==> config.mk <==
export PLATFORM = sky130hd
export DESIGN_NAME = vz_load_ctrl
export DESIGN_NICKNAME = d
export VERILOG_FILES = /design/src/rtl/vz_load_ctrl.sv
export SDC_FILE = /design/constraint.sdc
export NUM_CORES = 1
export LEC_CHECK = 0
export CORE_AREA = 2 2 125 127
export CTS_CLUSTER_SIZE = 8
export DETAILED_ROUTE_END_ITERATION = 8
export DIE_AREA = 0 0 127 129
export PLACE_DENSITY_LB_ADDON = 0.08
export SETUP_SLACK_MARGIN = 0.05
export SLEW_MARGIN = 20
export SYNTH_ARGS = -nofsm -noshare
export SYNTH_HDL_FRONTEND = slang
export SYNTH_SLANG_ARGS = --single-unit
==> constraint.sdc <==
create_clock -name CLK10MHZ -period 3 [get_ports CLK10MHZ]
set_input_delay 0.6 -clock CLK10MHZ [delete_from_list [all_inputs] [get_ports CLK10MHZ]]
set_output_delay 0.6 -clock CLK10MHZ [all_outputs]
set_load 0.02 [all_outputs]
==> src/rtl/vz_load_ctrl.sv <==
// VZ image loader: parses the download header, streams image bytes into RAM and
// patches the BASIC end pointer, arbitrating the RAM port against the CPU.
module vz_load_ctrl #(
    parameter logic [7:0] VZ_INDEX = 8'd1
) (
    input  logic        CLK10MHZ,
    input  logic        RESET,
    input  logic        dn_download,
    input  logic        dn_wr,
    input  logic [15:0] dn_addr,
    input  logic [7:0]  dn_data,
    input  logic [7:0]  dn_index,
    input  logic        cpu_mreq,
    input  logic        cpu_wr,
    input  logic [15:0] cpu_addr,
    input  logic [7:0]  cpu_dout,
    output logic        cpu_wait_n,
    output logic [15:0] ram_addr,
    output logic        ram_we,
    output logic [7:0]  ram_din,
    output logic        load_busy,
    output logic        load_err,
    output logic        load_done,
    output logic [15:0] load_start,
    output logic [15:0] load_end
);

    typedef enum logic [2:0] {
        StIdle,
        StHdr,
        StData,
        StPatch0,
        StPatch1,
        StDone,
        StErr
    } state_e;

    localparam logic [15:0] PatchLoAddr = 16'h78F9;
    localparam logic [15:0] PatchHiAddr = 16'h78FA;
    localparam logic [15:0] HdrLen      = 16'd24;
    localparam logic [7:0]  BasicType   = 8'hF0;

    state_e      state_q;
    logic        dl_q;
    logic [15:0] exp_q;
    logic [7:0]  type_q;
    logic [15:0] start_q;
    logic [15:0] end_q;
    logic        wr_q;
    logic [15:0] waddr_q;
    logic [7:0]  wdata_q;
    logic        done_q;
    logic        err_q;

    logic        busy;
    logic        start_hit;
    logic        off_ok;
    logic        magic_bad;
    logic [7:0]  magic_byte;
    logic [15:0] data_addr;

    assign busy = (state_q == StHdr) || (state_q == StData) ||
                  (state_q == StPatch0) || (state_q == StPatch1);

    assign start_hit = dn_download && !dl_q && (dn_index == VZ_INDEX);
    assign off_ok    = (dn_addr == exp_q);
    assign data_addr = start_q + (dn_addr - HdrLen);

    always_comb begin
        magic_byte = 8'h00;
        case (exp_q[1:0])
            2'd0: magic_byte = 8'h56;
            2'd1: magic_byte = 8'h5A;
            2'd2: magic_byte = 8'h46;
            2'd3: magic_byte = 8'h30;
            default: magic_byte = 8'h00;
        endcase
    end

    assign magic_bad = (exp_q < 16'd4) && (dn_data != magic_byte);

    always_ff @(posedge CLK10MHZ or negedge RESET) begin
        if (!RESET) begin
            state_q <= StIdle;
            // Treat a download already in progress at reset as stale: only a fresh rise starts.
            dl_q    <= 1'b1;
            exp_q   <= '0;
            type_q  <= '0;
            start_q <= '0;
            end_q   <= '0;
            wr_q    <= 1'b0;
            waddr_q <= '0;
            wdata_q <= '0;
            done_q  <= 1'b0;
            err_q   <= 1'b0;
        end else begin
            dl_q   <= dn_download;
            wr_q   <= 1'b0;
            done_q <= 1'b0;
            case (state_q)
                StIdle: begin
                    if (start_hit) begin
                        state_q <= StHdr;
                        exp_q   <= '0;
                        err_q   <= 1'b0;
                    end
                end
                StHdr: begin
                    if (!dn_download) begin
                        state_q <= StErr;
                        err_q   <= 1'b1;
                    end else if (dn_wr) begin
                        if (!off_ok || magic_bad) begin
                            state_q <= StErr;
                            err_q   <= 1'b1;
                        end else begin
                            exp_q <= exp_q + 16'd1;
                            if (exp_q == 16'd21) type_q <= dn_data;
                            if (exp_q == 16'd22) start_q[7:0] <= dn_data;
                            if (exp_q == 16'd23) begin
                                start_q[15:8] <= dn_data;
                                end_q         <= {dn_data, start_q[7:0]};
                                state_q       <= StData;
                            end
                        end
                    end
                end
                StData: begin
                    // A byte arriving with the download fall is written first; the fall
                    // is acted on next cycle while the write is still on the port.
                    if (dn_wr) begin
                        if (!off_ok) begin
                            state_q <= StErr;
                            err_q   <= 1'b1;
                        end else begin
                            wr_q    <= 1'b1;
                            waddr_q <= data_addr;
                            wdata_q <= dn_data;
                            end_q   <= data_addr + 16'd1;
                            exp_q   <= exp_q + 16'd1;
                        end
                    end else if (!dn_download) begin
                        if (type_q == BasicType) begin
                            state_q <= StPatch0;
                            wr_q    <= 1'b1;
                            waddr_q <= PatchLoAddr;
                            wdata_q <= end_q[7:0];
                        end else begin
                            state_q <= StDone;
                            done_q  <= 1'b1;
                        end
                    end
                end
                StPatch0: begin
                    state_q <= StPatch1;
                    wr_q    <= 1'b1;
                    waddr_q <= PatchHiAddr;
                    wdata_q <= end_q[15:8];
                end
                StPatch1: begin
                    state_q <= StDone;
                    done_q  <= 1'b1;
                end
                StDone, StErr: begin
                    if (start_hit) begin
                        state_q <= StHdr;
                        exp_q   <= '0;
                        err_q   <= 1'b0;
                    end else if (!dn_download) begin
                        state_q <= StIdle;
                    end
                end
                default: state_q <= StIdle;
            endcase
        end
    end

    assign load_busy  = busy;
    assign cpu_wait_n = busy ? ~cpu_mreq : 1'b1;
    assign ram_addr   = busy ? waddr_q : cpu_addr;
    assign ram_din    = busy ? wdata_q : cpu_dout;
    assign ram_we     = busy ? wr_q : (cpu_mreq & cpu_wr);
    assign load_err   = err_q;
    assign load_done  = done_q;
    assign load_start = start_q;
    assign load_end   = end_q;

endmodule

# Yosys cells after proc, flatten, opt, wreduce, memory -nomap -nowiden
# Cells that the tools add are included.
[word_totals]
ff_bits = 87
input_bits = 62
output_inout_bits = 61
wordCells = 134
[classes]
n_addsub = 4
magnitude_cmp = 1
n_eq_ne = 33
muxes = 57
bitwise = 3
reduce_logical = 24
[op_table]
columns = ["cell", "n"]
rows = [
  ["16-bit two-way mux", 17],
  ["16-bit case mux with 2 select lines", 2],
  ["16-bit by 5-bit equality test with 1-bit output, second input constant", 3],
  ["16-bit case mux with 3 select lines", 1],
  ["8-bit two-way mux", 5],
  ["3-bit two-way mux", 11],
  ["16-bit by 1-bit adder with 16-bit output, second input constant", 2],
  ["8-bit case mux with 4 select lines", 1],
  ["3-bit case mux with 6 select lines", 1],
  ["16-bit adder", 1],
  ["16-bit equality test", 1],
  ["16-bit by 3-bit less-than comparator with 1-bit output, second input constant", 1],
  ["8-bit case mux with 2 select lines", 1],
  ["16-bit by 5-bit subtractor with 16-bit output, second input constant", 1],
  ["1-bit two-way mux", 15],
  ["3-bit inequality test, second input constant", 5],
  ["5-bit AND reduction", 3],
  ["2-bit inequality test, second input constant", 7],
  ["7-bit AND reduction", 2],
  ["6-bit AND reduction", 2],
  ["3-bit equality test, second input constant", 3],
  ["8-bit by 1-bit equality test with 1-bit output, second input constant", 1],
  ["8-bit equality test, second input constant", 1],
  ["8-bit inequality test", 1],
  ["other kinds (21)", 34],
]

# Logic depth before layout (Yosys ltp)
# Gate-level depths: netlist of run 1.
[depth]
depth_word = 9
depth_mapped = 14
depth_no_buf = 13

# Worst setup path after synthesis of run 1
# OpenSTA, ideal clock, no wires.
[synth_path]
path_kind = "input to register"
start = "input port dn_addr[1]"
end = "register end_q[13], in the netlist load_end[13]"
setup_ps = 127
arrival_ps = 3380
required_ps = 2873
path_slack_ps = -507
stages = 12
n_path_buf = 0
cell_sequence = "ha_1 -> ha_1 -> fa_1 -> a211o_1 -> a2111o_1 -> o311ai_2 -> and4_1 -> nand4b_1 -> nor3_2 -> a21oi_1 -> a311oi_1 -> o21ai_1"
[synth_via]
elab_chain_cells = 6
word_cells_on_any_way = 12
cone_classes = "3 x add/sub; 3 x eq/ne; 3 x mux; 3 x reduce/logical"
[synth_lines]
columns = ["item", "line", "text"]
rows = [
  ["from (decl)", "10", "input logic [15:0] dn_addr,"],
  ["16-bit by 5-bit subtractor with 16-bit output", "67", "assign data_addr = start_q + (dn_addr - HdrLen);"],
  ["16-bit adder", "67", ""],
  ["16-bit by 1-bit adder with 16-bit output", "139", "end_q <= data_addr + 16'd1;"],
  ["16-bit two-way mux", "132", "if (!off_ok) begin"],
  ["16-bit two-way mux", "131", "if (dn_wr) begin"],
  ["16-bit case mux with 2 select lines", "100", "case (state_q)"],
  ["to (signal assigned)", "122", "end_q <= {dn_data, start_q[7:0]};"],
  ["to (signal assigned)", "139", ""],
  ["to (decl)", "48", "logic [15:0] end_q;"],
]
# Parallel ways exist; a longest one is shown, timed or not. The select of a mux whose other input is x is not followed.
# A chain may end at the register's enable or synchronous reset.

# Worst setup path after layout of run 1
[layout_path]
start = "register start_q[1], in the netlist load_start[1]"
end = "register end_q[13], in the netlist load_end[13]"
[layout_via]
elab_chain_cells = 5
[layout_lines]
columns = ["item", "line", "text"]
rows = [
  ["from (decl)", "47", "logic [15:0] start_q;"],
  ["from (signal assigned)", "119", "if (exp_q == 16'd22) start_q[7:0] <= dn_data;"],
  ["16-bit adder", "67", ""],
  ["16-bit by 1-bit adder with 16-bit output", "139", ""],
  ["16-bit two-way mux", "132", ""],
  ["16-bit two-way mux", "131", ""],
  ["16-bit case mux with 2 select lines", "100", ""],
]
# No other way between the ends. The select of a mux whose other input is x is not followed.

==> results.md, run 1 <==
- Outcome: complete, but fails checks
- Violated checks: negative setup slack
- Required time of the critical path: 3230 ps
- Number of nets in the finished design: around 990
- Most area-hungry cell type in the Yosys netlist: dfrtp_1
- Ratio of routed vias to standard cells: 5.25
- Final wirelength: ~19 mm
- Mapped Avg Cell Area: between 9 and 10 um2
- Wire length of the first global-routing pass: 30.2 mm
- Hold Fails Final Rpt: 0
- Leakage: approximately 4.1 nW
- Die area: about 16000 um2
- Critical Setup Path Class: flip-flop to flip-flop
- DRC violations left: 0
- Die Span Y: about 130 um
- Fraction of layout cells with a size suffix above 1: 0.284
- Maximum achievable frequency: between 300 and 400 MHz
- # rows: 45
- Number of standard cells in the final layout excluding fillers: 1086
- Average wire length per cell after detail routing: 17.6 um
- Worst slack, placed: -1000 ps
- Post-detailed-route count of antenna-violating nets: 0
- RSZ-0062 raised after global routing: yes
- Delay-heaviest family, CP: compound AO/OA/AOI/OAI gates
- Slowest cell delay on critical path: between 400 and 500 ps
- IO Count: roughly 120
- Critical Path Start Type: flip-flop
- Clock sink count: 87
- Top area cells in the synthesized netlist: dfrtp_1 36%, ha_1 7.2%, mux2_2 6.6%, xnor2_1 5.7%, o21ai_0 4.2%
- Synth unique cells: 65
- Total of warnings raised by yosys: 0
- Final setup violating endpoints: 4
- Mapped Area: 5940 um2
- Antenna violations before repair: 0
- Synthesized netlist net count: roughly 760
- Synth-to-layout area growth: 52.3%
- Maximum fanout along the worst path: 2
- Area share of the largest cell type after synthesis: 0.362
- Hold buffer count at cts: 0
- Clk root buf: clkbuf_16
- Die outline width: 127 um
- Pwr per Cell Area: between 600 and 700 nW/um2
- Critical-path cell with the highest stage delay: dfrtp_1
- Worst Setup Slack, final: -134 ps
- TritonCTS Buffers: 9
- Most instantiated library cell after synthesis: dfrtp_1
- Worst ir drop on vdd: ~0.38 mV
- CTS tree: yes
- Number of iterations in the first detailed-routing pass: 5
- Worst slew pin tran: around 540 ps
- H-tree level count: 3
- Final Max Tran Viols: 0
- Count of inserted antenna diode cells: 0
- Yosys reg bits: 87
- # port buffers: 122
- Cells after DPL: roughly 1100
- Tightest slew margin relative to the limit: 0.636
- Arrival time at the worst endpoint: roughly 3400 ps
- Most used cell, CP: ha_4
- Number of max-cap violations: 0
- Initial standard-cell utilization of the core: 0.397
- Number of global-route vias before repair: around 5700
- Fraction of synthesis flops using an asynchronous set or reset pin: 1.00
- Starting DRT DRC Count: ~360
- Minimum period implied by the final worst setup slack: 3130 ps
- Via count: 5702
- Fraction of the yosys area taken by sequential cells: 0.367
- Number of buffers and inverters on the critical path: 1
- Clk_lat worst skew: 350 ps
- Number of synthesized flops with an enable pin: 0
- Area inside the core boundary: ~15000 um2
- Endpoint kind of the worst setup timing path: flip-flop
- Total gr overflow: 0
- Pin count of the biggest net entering global routing: between 50 and 60
- Primary FF master, synth: dfrtp_1
- Clock transition at the register clock pins on the worst setup and hold paths after CTS: approximately 70 ps
- Number of instances in the synthesized netlist: 660
- Routability cong.: between 0.9 and 1
- Post-route design area: just over 9000 um2
- Post-detailed-placement cell area: between 8000 and 9000 um2
- Hold WC Path Type: input port to asynchronous set/reset pin
- Top cells by instance count after synthesis: 86 x dfrtp_1, 60 x nand2_1, 57 x nor2_1
- Number of buffers on the longest clock path: 2
- Global routing usage summed across all routing layers: 0.237
- Sum of net half-perimeters after detailed placement: about 15 mm
- Post-route clock period utilization: 1.04
- Post-Route Skew: about 9 ps
- Crit path cell chain: ha_4, ha_4, fa_2, a211o_1, a2111o_1, o311ai_2, and4_1, nand4b_1, buf_4, nor3_4, a21oi_2, a311oi_2, o21ai_1
==> per-layer routing <==
metal | vias up | wire, um | track usage
li1 | 2789 | - | -
met1 | 2702 | 8370 | 0.305
met2 | 167 | 9260 | 0.406
met3 | 44 | 853 | 0.0299
met4 | 0 | 597 | 0.0963
met5 | - | 0 | 0
==> registers in the layout, summed over array words and instances (netlist names) <==
name / flops
dl_q: 1
exp_q: 16
load_done: 1
load_end: 16
load_err: 1
load_start: 16
state_q: 3
type_q: 8
waddr_q: 16
wdata_q: 8
wr_q: 1
==> layout make-up <==
type                    instances  area (um2)
repair buffers                254        2250
inverters                      55         206
multi-input cells             487        3860
clock buffers                  10         229
clock inverters                 5        81.3
well taps                     188         235
flip-flops and latches         87        2180
fillers                      1277        5930
==> path summary, 6_finish.rpt <==
kind	endpoint	depth (start not counted)	slack, ps	startpoint
max in group asynchronous	state_q[1]$_DFFE_PN0P_	2	2130	RESET
hold / removal	load_start[8]$_DFFE_PN0P_	1	200	RESET
setup / recovery	load_end[13]$_DFFE_PN0P_	13	-130	load_start[1]$_DFFE_PN0P_
min in group CLK10MHZ	wdata_q[2]$_DFFE_PN0P_	2	480	wdata_q[2]$_DFFE_PN0P_
setup reg to reg	load_end[13]$_DFFE_PN0P_	13	-130	load_start[1]$_DFFE_PN0P_
hold reg to reg	wdata_q[2]$_DFFE_PN0P_	2	480	wdata_q[2]$_DFFE_PN0P_
==> per-stage QoR <==
stage | total power [mW] | hold slack, ps | setup TNS, ps | utilization
after floorplan | 3.08 | 304 | -962 | -
after global placement | 4.25 | 467 | -16140 | 0.550
after detailed placement | 4.29 | 465 | -19240 | 0.550
after CTS | 5.62 | 212 | -404 | 0.593
after global routing | 5.97 | 232 | -1090 | 0.604
final | 5.62 | 199 | -269 | 0.604
==> where the power goes <==
part,internal (mW),leakage [nW],switching (mW)
clock,0.727,0.149,0.485
combinational,1.50,2.81,1.47
sequential,1.31,1.14,0.128
==> cell families after synthesis <==
kind of cell | count (synthesis) | share of synthesized area
buf+inv | 86 | 0.0549
fa+ha+maj | 35 | 0.0749
mux | 59 | 0.110
xor+xnor | 55 | 0.0811
flops | 87 | 0.367
simple gates | 197 | 0.163
compound gates | 141 | 0.150
==> cell usage in the layout, fill, tap and decap left out, types with 5 or more instances in the layout <==
master and count:
buf_6 5, nand2_1 60, xnor2_2 7, a31oi_1 5
ha_4 14, inv_1 48, ha_1 19, o21ai_1 8
a21o_1 6, buf_4 125, xnor2_1 31, mux2_1 14
inv_2 7, and3_1 7, clkbuf_16 9, o2111ai_1 5
xor2_1 15, nand3_1 11, mux2_2 35, nor2_1 53
nor3_1 8, dlygate4sd2_1 7, o22a_1 5, o21ai_0 44
a21oi_1 30, nand4_1 16, clkdlybuf4s50_1 108, dfrtp_1 85
mux2i_1 10
==> timing repair <==
item | in CTS | in global routing
pin swaps | 41 | 27
buffers inserted | 13 | 4
gates resized for setup | 64 | 29
setup endpoints to repair | 44 | 34
No activity file was read; power rests on OpenSTA's default activity.
==> run 2: changes to the inputs <==
- CTS_BUF_LIST: unset -> sky130_fd_sc_hd__clkbuf_8 sky130_fd_sc_hd__clkbuf_16
==> run 2 against run 1 <==
  * The flow still finishes with violations (negative setup slack)
  * Core utilization stayed put
  * Global-route usage stayed put
  * Clock power hardly changed
  * Clock skew hardly changed
  * Largest power group unchanged
  * Highest routed layer unchanged
==> results.md, run 2 (synthesis gave the netlist of run 1 again) <==
- Outcome: complete, but fails checks
- Violated checks: negative setup slack
- Clock transition at the register clock pins on the worst setup and hold paths after CTS: 70 ps (about the same)
- TritonCTS Buffers: 9 (unchanged)
- Final Max Tran Viols: 0 (unchanged)
- Worst slew pin tran: 552 ps (+7.68 ps)
- Critical Setup Path Class: flip-flop to flip-flop
- Net switching power figure: 2.08 mW (+0.15%)
- Worst reg-to-reg setup slack: -130 ps (about the same)
- Pwr per Cell Area: 621 nW/um2 (about the same)
- Clock sink count: 87 (unchanged)
- Launch point of the worst reg-to-reg path: load_start[1]$_DFFE_PN0P_
- IO Count: 123 (unchanged)
- Post-route clock period utilization: 1.04 (about the same)
- Slowest cell delay on critical path: 410 ps (about the same)
- Starting DRT DRC Count: 358 (unchanged)
- Number of nets in the finished design: 991 (unchanged)
- Hold buffer count at cts: 0 (unchanged)
- Average wire length per cell after detail routing: 17.6 um (about the same)
- Clk root buf: clkbuf_16
- Internal Dissipation: 3.53 mW (about the same)
- Worst ir drop on vdd: 0.380 mV (about the same)
- # port buffers: 122 (unchanged)
- Tightest slew margin relative to the limit: 0.631 (-0.00513)
- Fraction of layout cells with a size suffix above 1: 0.284 (unchanged)
- Count of inserted antenna diode cells: 0 (unchanged)
- Total gr overflow: 0 (unchanged)
- Required time of the critical path: 3230 ps (about the same)
- Ratio of routed vias to standard cells: 5.25 (about the same)
- Final wirelength: 19.1 mm (about the same)
- Number of iterations in the first detailed-routing pass: 5 (unchanged)
- Share of total power consumed by net switching: 0.371 (+0.000569)
- Worst R2R End: load_end[13]$_DFFE_PN0P_
- Routability cong.: 0.923 (unchanged)
- Hold Fails Final Rpt: 0 (unchanged)
- Maximum achievable frequency: 319 MHz (about the same)
- Most frequent cells in the layout: 125 x buf_4, 108 x clkdlybuf4s50_1, 85 x dfrtp_1, 60 x nand2_1, 53 x nor2_1
- Die area: 16400 um2 (unchanged)
- Initial standard-cell utilization of the core: 0.397 (unchanged)
- Post-Route Skew: 8.89 ps (-0.0000300 ps)
- Critical Path Start Type: flip-flop
- RSZ-0062 raised after global routing: yes
- Pin count of the biggest net entering global routing: 56 (unchanged)
- Most used cell, CP: ha_4
- Die outline width: 127 um (unchanged)
- Leakage: 4.10 nW (+0.10%)
- Global routing usage summed across all routing layers: 0.237 (unchanged)
- Number of max-cap violations: 0 (unchanged)
- Wire length of the first global-routing pass: 30.2 mm (unchanged)
- Crit path cell chain: ha_4, ha_4, fa_2, a211o_1, a2111o_1, o311ai_2, and4_1, nand4b_1, buf_4, nor3_4, a21oi_2, a311oi_2, o21ai_1
- Synth-to-layout area growth: 52.3% (unchanged)
- Worst slack, placed: -1000 ps (unchanged)
- # rows: 45 (unchanged)
- Commonest non-fill, non-tap cell in the layout: buf_4
- Worst Setup Slack, final: -133 ps (+1.29 ps)
- Minimum period implied by the final worst setup slack: 3130 ps (-1.29 ps)
- Final setup violating endpoints: 4 (unchanged)
- DRC violations left: 0 (unchanged)
- Portion of total power attributed to the clock network: 0.216 (about the same)
- H-tree level count: 3 (unchanged)
- Finished Core Util: 0.604 (unchanged)
- Die Span Y: 129 um (unchanged)
- Proportion of power drawn by flip-flops and latches: 0.256 (about the same)
- Endpoint kind of the worst setup timing path: flip-flop
- Post-detailed-route count of antenna-violating nets: 0 (unchanged)
- Fraction of power consumed by combinational cells: 0.528 (about the same)
- Flip-flop and latch area: 2180 um2 (unchanged)
- Fillers: 1277 (unchanged)
- Maximum fanout along the worst path: 2 (unchanged)
- Number of global-route vias before repair: 5673 (unchanged)
- Sum of net half-perimeters after detailed placement: 15.1 mm (unchanged)
- Hold WC Path Type: input port to asynchronous set/reset pin
- Antenna violations before repair: 0 (unchanged)
- Combined area of the multi-input logic cells: 3860 um2 (unchanged)
- Via count: 5703 (+0.018%)
- Critical-path cell with the highest stage delay: dfrtp_1
- CTS tree: yes
- Clk_lat worst skew: 350 ps (about the same)
- Reg2Reg Depth: 13 (unchanged)
- Area inside the core boundary: 15000 um2 (unchanged)
- Number of buffers on the longest clock path: 2 (unchanged)
- Arrival time at the worst endpoint: 3370 ps (about the same)
[run 2: changes by cell type in the layout (fill, tap and decap cells not counted)]
cell | before | now
inv_1 | 48 | 49
clkbuf_1 | 1 | 0
[run 2: how the worst max path moves through the flow]
stage / start / end / slack, ps / depth (start not counted)
floorplan: dn_addr[1] / load_end[13]$_DFFE_PN0P_ / -250 / 12
global placement: dn_addr[1] / load_end[15]$_DFFE_PN0P_ / -890 / 14
detailed placement: dn_addr[1] / load_end[15]$_DFFE_PN0P_ / -1000 / 14
CTS: load_start[1]$_DFFE_PN0P_ / load_end[13]$_DFFE_PN0P_ / -150 / 12
global route: load_start[1]$_DFFE_PN0P_ / load_end[14]$_DFFE_PN0P_ / -270 / 13
finish: load_start[1]$_DFFE_PN0P_ / load_end[13]$_DFFE_PN0P_ / -130 / 13
[run 2: final cells by class]
type | instances | area share
clock inverter | 6 | 0.00940
sequential | 87 | 0.241
clock buffer | 9 | 0.0249
timing repair buffer | 254 | 0.249
tap | 188 | 0.0260
inverter | 55 | 0.0228
multi-input combinational | 487 | 0.427
[run 2: repair_timing]
item,4_1_cts,5_1_grt
setup buffers,13,4
endpoints found under the hold margin,0,0
pin swaps,41,27
setup endpoints to repair,44,34
gates resized for setup,64,29
[run 2: critical path: cells and delay by family (launching register included)]
kind,cells,cell delay (ps)
buf+inv,1,180
simple gates,3,570
compound gates,6,1110
flops,1,410
fa+ha+maj,3,740
[run 2: power by group through the flow]
stage	sequential [mW]	clock, mW	combinational [mW]
floorplan	1.39	0	1.69
global placement	1.45	0	2.80
detailed placement	1.45	0	2.84
CTS	1.44	1.23	2.95
global route	1.47	1.29	3.21
finish	1.44	1.21	2.97
[run 2: per-stage QoR]
stage | std cells | power, mW | TNS, ps | area [um2] | hold slack, ps
5_1_grt | 1086 | 5.97 | -1090 | 9050 | 232
6_report | 1086 | 5.62 | -269 | 9050 | 199
4_1_cts | 1083 | 5.61 | -404 | 8890 | 212
3_3_place_gp | 1055 | 4.25 | -16140 | 8240 | 467
3_5_place_dp | 1055 | 4.29 | -19240 | 8240 | 465
2_1_floorplan | 660 | 3.08 | -962 | 5990 | 304
[run 2: per-layer routing]
metal	track usage	part of all wire
met1	0.305	0.44
met2	0.406	0.49
met3	0.0299	0.043
met4	0.0963	0.031
met5	0	0
